$ cat src/rtl/sched_pieo_deq_responder.sv
// Dequeue-side PIEO responder: unsorted slot array, extracts min-rank eligible element per trigger.
// Latency: trigger at edge T -> SEARCH in T+1, deq_valid_out in T+2, ready again in T+3.
// Backpressure: enq_ready_out low outside IDLE or when full; triggers outside IDLE are ignored.
//
// Ports:
//   clk, rst            clock, synchronous active-high reset
//   enq_valid_in/enq_element_in/enq_ready_out   enqueue valid/ready port
//   time_now_in         current scheduler time (sampled in SEARCH)
//   deq_trigger_in      dequeue request pulse; pieo_ready_for_deq high only in IDLE
//   pieo_empty          registered (count == 0)
//   deq_valid_out/deq_element_out   one-cycle response (all-ones when nothing eligible)
// Optional: define SCHED_PIEO_STATS_EN to add saturating 16-bit counters
//   stat_deq_ok_out (valid responses) and stat_deq_miss_out (all-ones responses).

module sched_pieo_deq_responder #(
  parameter int NUM_FIFO      = 3,
  parameter int ID_LOG        = $clog2(NUM_FIFO),
  parameter int RANK_LOG      = 1,
  parameter int TIME_LOG      = 1,
  parameter int ELEMENT_WIDTH = ID_LOG + RANK_LOG + TIME_LOG,
  parameter int DEPTH         = 8
) (
  input  logic                     clk,
  input  logic                     rst,
  input  logic                     enq_valid_in,
  input  logic [ELEMENT_WIDTH-1:0] enq_element_in,
  output logic                     enq_ready_out,
  input  logic [TIME_LOG-1:0]      time_now_in,
  input  logic                     deq_trigger_in,
  output logic                     pieo_ready_for_deq,
  output logic                     pieo_empty,
  output logic                     deq_valid_out,
  output logic [ELEMENT_WIDTH-1:0] deq_element_out
`ifdef SCHED_PIEO_STATS_EN
  ,
  output logic [15:0]              stat_deq_ok_out,
  output logic [15:0]              stat_deq_miss_out
`endif
);

  localparam int CNT_W    = $clog2(DEPTH + 1);
  localparam int IDX_W    = $clog2(DEPTH);
  localparam int RANK_LSB = TIME_LOG;
  localparam int RANK_MSB = TIME_LOG + RANK_LOG - 1;
  localparam logic [CNT_W-1:0]         DEPTH_C = CNT_W'(DEPTH);
  localparam logic [ELEMENT_WIDTH-1:0] INVALID = '1;

  typedef enum logic [1:0] {IDLE, SEARCH, RESP} state_t;

  state_t                   state;
  state_t                   state_nxt;
  logic [CNT_W-1:0]         count;
  logic [CNT_W-1:0]         count_nxt;
  logic [DEPTH-1:0]         slot_vld;
  logic [ELEMENT_WIDTH-1:0] slot_dat [DEPTH];

  logic                     win_found;
  logic [IDX_W-1:0]         win_idx;
  logic [RANK_LOG-1:0]      win_rank;
  logic                     free_found;
  logic [IDX_W-1:0]         free_idx;
  logic                     enq_fire;
  logic                     enq_store;
  logic                     search_win;

  // Winner: strict '<' while scanning upward keeps ties on the lowest index.
  always_comb begin
    win_found = 1'b0;
    win_idx   = '0;
    win_rank  = '0;
    for (int i = 0; i < DEPTH; i++) begin
      if (slot_vld[i] && (slot_dat[i][TIME_LOG-1:0] <= time_now_in)) begin
        if (!win_found || (slot_dat[i][RANK_MSB:RANK_LSB] < win_rank)) begin
          win_found = 1'b1;
          win_idx   = IDX_W'(i);
          win_rank  = slot_dat[i][RANK_MSB:RANK_LSB];
        end
      end
    end
  end

  // Lowest free slot: scanning downward so the last hit is the lowest index.
  always_comb begin
    free_found = 1'b0;
    free_idx   = '0;
    for (int i = DEPTH - 1; i >= 0; i--) begin
      if (!slot_vld[i]) begin
        free_found = 1'b1;
        free_idx   = IDX_W'(i);
      end
    end
  end

  always_comb begin
    enq_fire   = enq_valid_in && enq_ready_out;
    // All-ones is the invalid marker: complete the handshake but do not store it.
    enq_store  = enq_fire && free_found && (enq_element_in != INVALID);
    search_win = (state == SEARCH) && win_found;

    count_nxt = count;
    if (enq_store) begin
      count_nxt = count + 1'b1;
    end else if (search_win) begin
      count_nxt = count - 1'b1;
    end

    state_nxt = state;
    case (state)
      IDLE:    if (deq_trigger_in) state_nxt = SEARCH;
      SEARCH:  state_nxt = RESP;
      RESP:    state_nxt = IDLE;
      default: state_nxt = IDLE;
    endcase
  end

  always_ff @(posedge clk) begin
    if (rst) begin
      state              <= IDLE;
      count              <= '0;
      slot_vld           <= '0;
      for (int i = 0; i < DEPTH; i++) begin
        slot_dat[i] <= '0;
      end
      pieo_ready_for_deq <= 1'b1;
      pieo_empty         <= 1'b1;
      enq_ready_out      <= 1'b1;
      deq_valid_out      <= 1'b0;
      deq_element_out    <= '0;
`ifdef SCHED_PIEO_STATS_EN
      stat_deq_ok_out    <= '0;
      stat_deq_miss_out  <= '0;
`endif
    end else begin
      state              <= state_nxt;
      count              <= count_nxt;
      // Status outputs are registered from next-state values so they line up with state.
      pieo_ready_for_deq <= (state_nxt == IDLE);
      pieo_empty         <= (count_nxt == '0);
      enq_ready_out      <= (state_nxt == IDLE) && (count_nxt < DEPTH_C);

      if (enq_store) begin
        slot_vld[free_idx] <= 1'b1;
        slot_dat[free_idx] <= enq_element_in;
      end

      if (state == SEARCH) begin
        deq_valid_out <= 1'b1;
        if (win_found) begin
          slot_vld[win_idx] <= 1'b0;
          deq_element_out   <= slot_dat[win_idx];
        end else begin
          deq_element_out   <= INVALID;
        end
`ifdef SCHED_PIEO_STATS_EN
        if (win_found) begin
          if (stat_deq_ok_out != 16'hFFFF) stat_deq_ok_out <= stat_deq_ok_out + 16'd1;
        end else begin
          if (stat_deq_miss_out != 16'hFFFF) stat_deq_miss_out <= stat_deq_miss_out + 16'd1;
        end
`endif
      end else begin
        deq_valid_out   <= 1'b0;
        deq_element_out <= '0;
      end
    end
  end

endmodule
$ cat config.mk
export PLATFORM = sky130hd
export DESIGN_NAME = sched_pieo_deq_responder
export DESIGN_NICKNAME = d
export VERILOG_FILES = /design/src/rtl/sched_pieo_deq_responder.sv
export SDC_FILE = /design/constraint.sdc
export NUM_CORES = 1
export LEC_CHECK = 0
export ABC_AREA = 0
export CORE_ASPECT_RATIO = 0.75
export CORE_MARGIN = 1
export CORE_UTILIZATION = 25
export DETAILED_ROUTE_END_ITERATION = 16
export PLACE_DENSITY_LB_ADDON = 0.12
export SYNTH_ARGS = -nofsm -noshare
export SYNTH_HDL_FRONTEND = slang
export SYNTH_SLANG_ARGS = --single-unit
$ cat constraint.sdc
create_clock -name clk -period 3.2 [get_ports clk]
set_clock_uncertainty 0.05 [all_clocks]
set_input_delay 0.64 -clock clk [delete_from_list [all_inputs] [get_ports clk]]
set_output_delay 0.64 -clock clk [all_outputs]
set_load 0.01 [all_outputs]
# [Yosys cells after proc, flatten, opt, wreduce, memory -nomap -nowiden]
# Memories as Yosys holds them, arrays and structs flattened.
# Index checks and enable logic that the tools add are counted.
[totals] mem_bits_rw=32 mem_count=1 wordCells=151 ff_bits=22 in_bits=9 out_inout_bits=8
[classes] add_sub_neg=2 n_mux=80 n_reduce_logical=34 order_cmp=20 bitwise=4 eq_ne=2
[memory_table] memory="slot_dat" words=8 word_bits=4 rd=9 rd_ports_with_merged_regs=0 write_ports=8 line_no="55" source="logic [ELEMENT_WIDTH-1:0] slot_dat [DEPTH];"
[op_table] op="two-way mux 3 bit" count=21
[op_table] op="two-way mux 1 bit" count=47
[op_table] op="two-way mux 8 bit" count=4
[op_table] op="two-way mux 4 bit" count=4
[op_table] op="logical AND 1 bit" count=15
[op_table] op="bitwise AND 8 bit" count=1
[op_table] op="less-or-equal comparator 1 bit" count=8
[op_table] op="< comparator 3 x 4 -> 1 bit, second input constant" count=2
[op_table] op="NOT 8 bit" count=1
[op_table] op="bitwise OR 8 bit" count=1
[op_table] op="zero test 1 bit" count=7
[op_table] op="logical OR 1 bit" count=7
[op_table] op="< comparator 1 bit" count=7
[op_table] op="demux 1 bit (select 3 bit)" count=2
[op_table] op=">= comparator 3 x 1 -> 1 bit, second input constant" count=2
[op_table] op="adder 4 x 1 -> 4 bit, second input constant" count=1
[op_table] op="zero test 2 bit" count=2
[op_table] op="zero test 4 bit" count=1
[op_table] op="< comparator 4 bit, second input constant" count=1
[op_table] op="!= test 4 bit, second input constant" count=1
[op_table] op="one-hot mux 2 bit (2 select lines)" count=1
[op_table] op="OR reduction 4 bit" count=1
[op_table] op="subtractor 4 x 1 -> 4 bit, second input constant" count=1
[op_table] op="== test 2 x 1 -> 1 bit, second input constant" count=1
[op_table] op="3 further kinds" count=3

# [Depth between registers and ports, before layout]
# Gate-level depths: netlist of the first run.
# An unclocked memory read counts as a cell.
[logic_depth] ltp_word=40 mapped_depth=10 mapped_depth_nobuf=8

# [Worst setup path before layout of the first run]
# Ideal clock, no wire load.
[synth_path] path_type="input -> register" startpoint="in time_now_in" endpoint="reg deq_element_out[0]" required_ps=3081 arrival_time_ps=2873 setup_ps=69 cell_stages=9 path_buffers=1 slack_ps=208 path_cell_list="nand2b_4 > a222oi_1 > a41oi_1 > or4_4 > o211ai_2 > and2_4 > buf_8 > mux2_4 > o21ai_1"
[synth_between] elab_chain_cells=33 word_cells_on_any_way=81
[synth_lines] item="start: declaration" line_no="28" source="input logic [TIME_LOG-1:0] time_now_in,"
[synth_lines] item="less-or-equal comparator 1 bit" line_no="72" source="if (slot_vld[i] && (slot_dat[i][TIME_LOG-1:0] <= time_now_in)) begin"
[synth_lines] item="logical AND 1 bit" line_no="72"
[synth_lines] item="two-way mux 1 bit" line_no="72"
[synth_lines] item="< comparator 1 bit or zero test 1 bit (tied branches)" line_no="73" source="if (!win_found || (slot_dat[i][RANK_MSB:RANK_LSB] < win_rank)) begin"
[synth_lines] item="logical OR 1 bit" line_no="73"
[synth_lines] item="two-way mux 1 bit" line_no="73"
[synth_lines] item="two-way mux 1 bit" line_no="72"
[synth_lines] item="< comparator 1 bit or zero test 1 bit (tied branches)" line_no="73"
[synth_lines] item="(+17 left out)"
[synth_lines] item="two-way mux 1 bit" line_no="73"
[synth_lines] item="two-way mux 1 bit" line_no="72"
[synth_lines] item="< comparator 1 bit or zero test 1 bit (tied branches)" line_no="73"
[synth_lines] item="logical OR 1 bit" line_no="73"
[synth_lines] item="two-way mux 3 bit" line_no="73"
[synth_lines] item="two-way mux 3 bit" line_no="72"
[synth_lines] item="memory (8 x 4 bit)"
[synth_lines] item="two-way mux 4 bit (*)" line_no="148" source="if (win_found) begin"
[synth_lines] item="end signal: assignment" line_no="150" source="deq_element_out <= slot_dat[win_idx];"
[synth_lines] item="end: declaration" line_no="33" source="output logic [ELEMENT_WIDTH-1:0] deq_element_out"
# Every way passes the cells marked *; elsewhere a longest branch is shown, timed or not.
# A chain may end at the register's enable or synchronous reset.

# [Worst setup path in the final report of the first run]
[layout_path] startpoint="in time_now_in" endpoint="reg deq_element_out[3]"
# Same word-level chain as after synthesis.

==> reports/metrics.cfg, run 1 <==
[power_and_ir_drop]
clockPowerShare_pct=34.2
pwr-share-comb_pct=14.5
p_sw_share_pct=24.8
p_sw_mw=0.381
p_leak_nw=1.34
p_int_mw=1.15
pwr-share-seq_pct=51.3
powerDensity_nw_per_um2=414
peakVddDrop_mv=0.184

[global_route]
grt_overflow=0
grt_pass1_vias=2391
grtUsageTotal_pct=16.1
grt_antenna_before_repair=0
grt_pass1_wl_um=14100
grt_max_degree=20

[finish]
fin_area_um2=3710
nFillCells=1163
final_common_cell=buf_4
final_layout_size_suffix_gt1_share_pct=20.1
fin_nets=359
layout_common_cells=45 x buf_4, 38 x and2_1, 32 x edfxtp_1
final_core_util_pct=33.3
diodes=0
area_growth_pct=26.7

[die]
ios=17
die-area_um2=12200
initial_core_util_pct=26.3
die_h_um=95.7
die_w_um=127
core-area_um2=11100
rows=33

[synthesis]
yosys.cell_types.count=62
async_reset_ff_share_pct=0
synthesis.nets=302
avgSynthCellArea_um2=10.1
yosysWarnings=0
synth_flop_cell=edfxtp_1
synth_area_leader_cell=edfxtp_1
seq_area_frac_synth_pct=47.2
synth_top_area_share_pct=32.8
synthCells=291
syn_area_um2=2930
synth_area_leaders=edfxtp_1 33%, dfxtp_1 14%, and2_1 8.1%
synth_seq_cells=53
synth_edf_count=32

[critical_path]
critPathBufInv=3
path_delay_family=compound AO/OA/AOI/OAI gates
max_stage_delay_ns=0.61
rrSetupSlack_ns=0.49
cp-start-kind=primary input
r2r_end=deq_element_out[3]
reg2reg_from=slot_vld[1]
crit_cells=11
critical_path.cell_chain=dlygate4sd2_1 > nand2b_4 > a222oi_1 > buf_4 > buf_4 > nand3_1 > a21oi_1 > o21bai_1 > o21ai_0 > o211ai_1 > o2bb2ai_1
worstPathRequired_ns=3.38
critPathLaunch=time_now_in
crit_type=in -> reg
reg2regPathDepth=9
critPathSlowestCell=o21bai_1
cp.arrival_ns=3.15
crit_path_max_fanout=8
crit_top_cell=buf_4
crit_path_end_kind=flip-flop

[clock_tree]
root_buffer=clkbuf_16
numCtsBuffers=5
post_cts_resized=3
clk_pin_slew_ns=0.07
insertion_delay_ns=0.29
cts_tree=yes
hold_buffers=0
h-tree-depth=2
clockBufferDepth=2
postCtsSetupBuffers=0
cts.sinks=53

[hold_path]
hold_class=reg -> reg
hold_path_depth=1
min_from=state[0]
holdPathEnd=state[0]

[placed_design]
hpwlAfterDp_um=7170
io_buffer_count=16
place_area_um2=3560
place_ws_ns=-0.363
place_congestion=0.845

[route]
drc=0
wire_per_inst_um=18.0
wirelength_um=8780
drtIter0Drc=152
ant_nets=0
vias_per_cell=4.89
firstDrtPassIters=4
dr_total_vias=2389

[run_status]
status=complete, no violations

[job]
drv_cap=0

[sta]
rsz0062_at_grt=false
maxSlewViolCount=0
fin_crit_ns=2.97
setup_violations=0
finalCritPeriodShare_pct=92.9
setup_ws_ns=0.228
hold_violations=0
worst_slew_pin_slew_ns=0.739
fmax_ghz=0.336
setup-tns-final_ns=0
maxSlewHeadroom_pct=50.6

-- stage by stage --
step / hold slack (ns) / power, mW / cells
after floorplan: 0.383 / 0.913 / 291
after global placement: 0.400 / 1.03 / 481
after detailed placement: 0.410 / 1.02 / 481
after CTS: 0.419 / 1.55 / 489
after global routing: 0.458 / 1.61 / 489
final: 0.413 / 1.54 / 489
-- logic make-up (layout without fill, tap and decap cells) --
| group | count (synthesis) | count (layout) | share of synthesized area, % |
|---|---|---|---|
| flops | 53 | 53 | 47.2 |
| buf+inv | 22 | 80 | 3.29 |
| xor+xnor | 3 | 3 | 0.897 |
| mux | 10 | 10 | 3.67 |
| compound gates | 69 | 69 | 18.7 |
| simple gates | 132 | 132 | 25.4 |
| fa+ha+maj | 2 | 2 | 0.854 |
-- sequential cells by signal, indices dropped and copies added, names as in the netlist --
signal and cells:
pieo_empty 1, slot_vld 8, deq_valid_out 1, enq_ready_out 1, count 4, slot_dat 32
state 1, deq_element_out 4, pieo_ready_for_deq 1
-- final cells by class --
class	count	area, um2	area share, %
clock buffer	7	133	3.57
clock inverter	1	3.75	0.101
inverter	10	37.5	1.01
multi-input combinational	216	1460	39.4
sequential	53	1380	37.2
tap	140	175	4.72
timing repair buffer	62	517	13.9
-- layer usage --
| metal | routed length, um | vias to the layer above | global-route usage [%] |
|---|---|---|---|
| met2 | 3510 | 46 | 23.2 |
| li1 | - | 1195 | - |
| met3 | 374 | 7 | 2.78 |
| met5 | 0 | - | 0 |
| met4 | 67 | 0 | 4.56 |
| met1 | 4830 | 1141 | 24.3 |
-- power by group through the flow --
stage / clock (mW) / sequential [mW] / combinational, mW
3_3_place_gp: 0 / 0.804 / 0.222
2_1_floorplan: 0 / 0.792 / 0.121
3_5_place_dp: 0 / 0.802 / 0.222
4_1_cts: 0.542 / 0.788 / 0.224
5_1_grt: 0.571 / 0.792 / 0.245
6_report: 0.525 / 0.787 / 0.223
-- worst reg2reg max path, stage by stage, from the launching register on --
cell and delay, ns:
dfxtp_1 0.53, a222oi_1 0.16, buf_4 0.18, buf_4 0.15, nand3_1 0.14, a21oi_1 0.10, o21bai_1 0.61, o21ai_0 0.34
o211ai_1 0.26, o2bb2ai_1 0.13
-- synthesized netlist by cell type, drive strengths merged, types with 2 or more instances --
cell	instances
a32o	2
mux2i	7
nand4	3
o211ai	4
inv	10
clkbuf	8
o2bb2ai	3
o22ai	2
xnor2	3
nor2	16
a21oi	8
nor3b	4
nand2	26
a31o	2
nand2b	14
a22oi	4
buf	4
o2111ai	3
mux2	3
edfxtp	32
a311oi	2
o21bai	4
a32oi	3
nor3	6
nor2b	4
o21ai	9
and2	40
nand3	7
or2	2
dfxtp	21
a221oi	6
and3	3
a211oi	7
a31oi	3
ha	2
-- how the worst max path moves through the flow --
stage	to	slack, ns
after floorplan	deq_element_out[0]	0.21
after global placement	deq_element_out[3]	-0.30
after detailed placement	deq_element_out[3]	-0.36
after CTS	deq_element_out[1]	0.24
after global routing	deq_element_out[1]	0.01
final	deq_element_out[3]	0.23
Note: power is estimated with default switching activity, not from simulation.
==> inputs of run 2 (changes only) <==
--- a/config.mk
+++ b/config.mk
@@ -9,6 +9,7 @@
 export CORE_ASPECT_RATIO = 0.75
 export CORE_MARGIN = 1
 export CORE_UTILIZATION = 25
+export CTS_CLUSTER_DIAMETER = 120
 export DETAILED_ROUTE_END_ITERATION = 16
 export PLACE_DENSITY_LB_ADDON = 0.12
 export SYNTH_ARGS = -nofsm -noshare
==> results of run 2 <==
Final layout, timing and power as in run 1 (identical DEF).
==> inputs of run 3 (changes only) <==
--- a/config.mk
+++ b/config.mk
@@ -9,8 +9,11 @@
 export CORE_ASPECT_RATIO = 0.75
 export CORE_MARGIN = 1
 export CORE_UTILIZATION = 25
+export CTS_BUF_LIST = sky130_fd_sc_hd__clkbuf_4
 export CTS_CLUSTER_DIAMETER = 120
+export CTS_CLUSTER_SIZE = 30
 export DETAILED_ROUTE_END_ITERATION = 16
+export HOLD_SLACK_MARGIN = 0.12
 export PLACE_DENSITY_LB_ADDON = 0.12
 export SYNTH_ARGS = -nofsm -noshare
 export SYNTH_HDL_FRONTEND = slang
==> reports/metrics.cfg, run 3 (same netlist as run 1, synthesis figures left out) <==
[critical_path]
cp.arrival_ns=3.30  ; +0.15 ns
worstPathRequired_ns=3.44  ; +0.06 ns
crit_path_max_fanout=8  ; unchanged
crit_type=in -> reg
crit_path_end_kind=flip-flop
cp-start-kind=primary input

[placed_design]
hpwlAfterDp_um=7170  ; unchanged
place_ws_ns=-0.363  ; unchanged
io_buffer_count=16  ; unchanged
place_congestion=0.845  ; unchanged
dp_cells=481  ; unchanged

[sta]
rsz0062_at_grt=false
hold_violations=0  ; unchanged
fin_crit_ns=3.06  ; +0.0853 ns
setup_violations=0  ; unchanged
fmax_ghz=0.327  ; -2.8%
finalCritPeriodShare_pct=95.6  ; +2.7 points
worst_slew_pin_slew_ns=0.606  ; -0.133 ns
maxSlewViolCount=0  ; unchanged
setup_ws_ns=0.142  ; -0.0853 ns
whs_ns=0.423  ; +0.0103 ns
maxSlewHeadroom_pct=59.3  ; +8.6 points

[hold_path]
hold_class=reg -> reg

[clock_tree]
numCtsBuffers=5  ; unchanged
hold_buffers=0  ; unchanged
root_buffer=clkbuf_4
cts_tree=yes
clk_pin_slew_ns=0.14  ; +0.07 ns
cts.sinks=53  ; unchanged
postCtsSetupBuffers=0  ; unchanged
clockBufferDepth=2  ; unchanged
insertion_delay_ns=0.39  ; +0.10 ns
h-tree-depth=2  ; unchanged

[job]
drv_cap=0  ; unchanged

[global_route]
grt_pass1_wl_um=14100  ; about the same
grt_overflow=0  ; unchanged
grt_pass1_vias=2403  ; +0.50%
grt_antenna_before_repair=0  ; unchanged
grtUsageTotal_pct=16.1  ; +0.025 points
grt_max_degree=20  ; unchanged

[finish]
seqCellArea_um2=1380  ; unchanged
final_layout_size_suffix_gt1_share_pct=21.5  ; +1.4 points
diodes=0  ; unchanged
area_growth_pct=24.6
fin_cells=489  ; unchanged
largest_reg_flops=32  ; unchanged
fin_nets=359  ; unchanged
regMostFlops=slot_dat
final_core_util_pct=32.7  ; -0.56 points
top_regs=slot_dat (32), slot_vld (8)
nFillCells=1169  ; +0.52%
layout_common_cells=45 x buf_4, 38 x and2_1, 32 x edfxtp_1
final_common_cell=buf_4
multiInputGateArea_um2=1480  ; +1.1%

[route]
dr_total_vias=2421  ; +1.3%
drc=0  ; unchanged
wirelength_um=8810  ; +0.36%
firstDrtPassIters=5  ; +1
wire_per_inst_um=18.0  ; +0.36%
ant_nets=0  ; unchanged
vias_per_cell=4.95  ; +1.3%
drtIter0Drc=141  ; -7.2%

[power_and_ir_drop]
p_leak_nw=1.31  ; -2.4%
powerDensity_nw_per_um2=364  ; -12%
finalPower_mw=1.33  ; -14%
peakVddDrop_mv=0.115  ; -37%

[die]
initial_core_util_pct=26.3  ; unchanged
die_h_um=95.7  ; unchanged
core-area_um2=11100  ; unchanged
die_w_um=127  ; unchanged
rows=33  ; unchanged
ios=17  ; unchanged
die-area_um2=12200  ; unchanged

[run_status]
status=complete, no violations

## run 3: layout make-up
class / instances / share of cell area [%]
clock buffer: 7 / 1.44
clock inverter: 1 / 0.103
inverter: 10 / 1.03
multi-input combinational: 216 / 40.6
sequential: 53 / 37.9
tap: 140 / 4.80
timing repair buffer: 62 / 14.2
## run 3: final timing paths
kind                  startpoint            endpoint  slack, ns  cells after the start
setup / recovery     time_now_in  deq_element_out[1]       0.14                     10
hold / removal          state[0]            state[0]       0.42                      1
setup reg to reg  slot_dat[0][0]  deq_element_out[1]       0.60                      9
hold reg to reg         state[0]            state[0]       0.42                      1
## run 3: stage by stage
step,cell area [um2],setup TNS [ns]
finish,3650,0
global route,3650,0
CTS,3620,0
detailed placement,3560,-2.62
global placement,3560,-2.08
floorplan,2930,0
## run 3: routing by layer
layer  vias up  part of all wire (%)  global-route usage [%]
met5         -                     0                       0
met4         0                   1.6                    4.86
met3        12                   3.4                    2.78
met2        52                    40                    23.3
met1      1159                    55                    24.2
li1       1198                     -                       -
## run 3: what timing repair did
item | in CTS | in global routing
resized for setup | 0 | 5
endpoints found under the hold margin | 0 | 0
endpoints found under the setup margin | 0 | 6
## run 3: power breakdown
group / internal, mW / switching [mW] / leakage [nW] / total, mW
Sequential: 0.757 / 0.0297 / 0.496 / 0.787
Clock: 0.102 / 0.213 / 0.0338 / 0.315
Combinational: 0.109 / 0.115 / 0.781 / 0.224
## run 3: critical path, stage by stage
cell	delay (ns)
clkdlybuf4s50_1	0.53
nand2b_4	0.20
a222oi_1	0.34
buf_4	0.20
a41oi_1	0.15
or4_4	0.47
and2_4	0.17
a221oi_1	0.31
o211ai_1	0.14
o2bb2ai_1	0.14
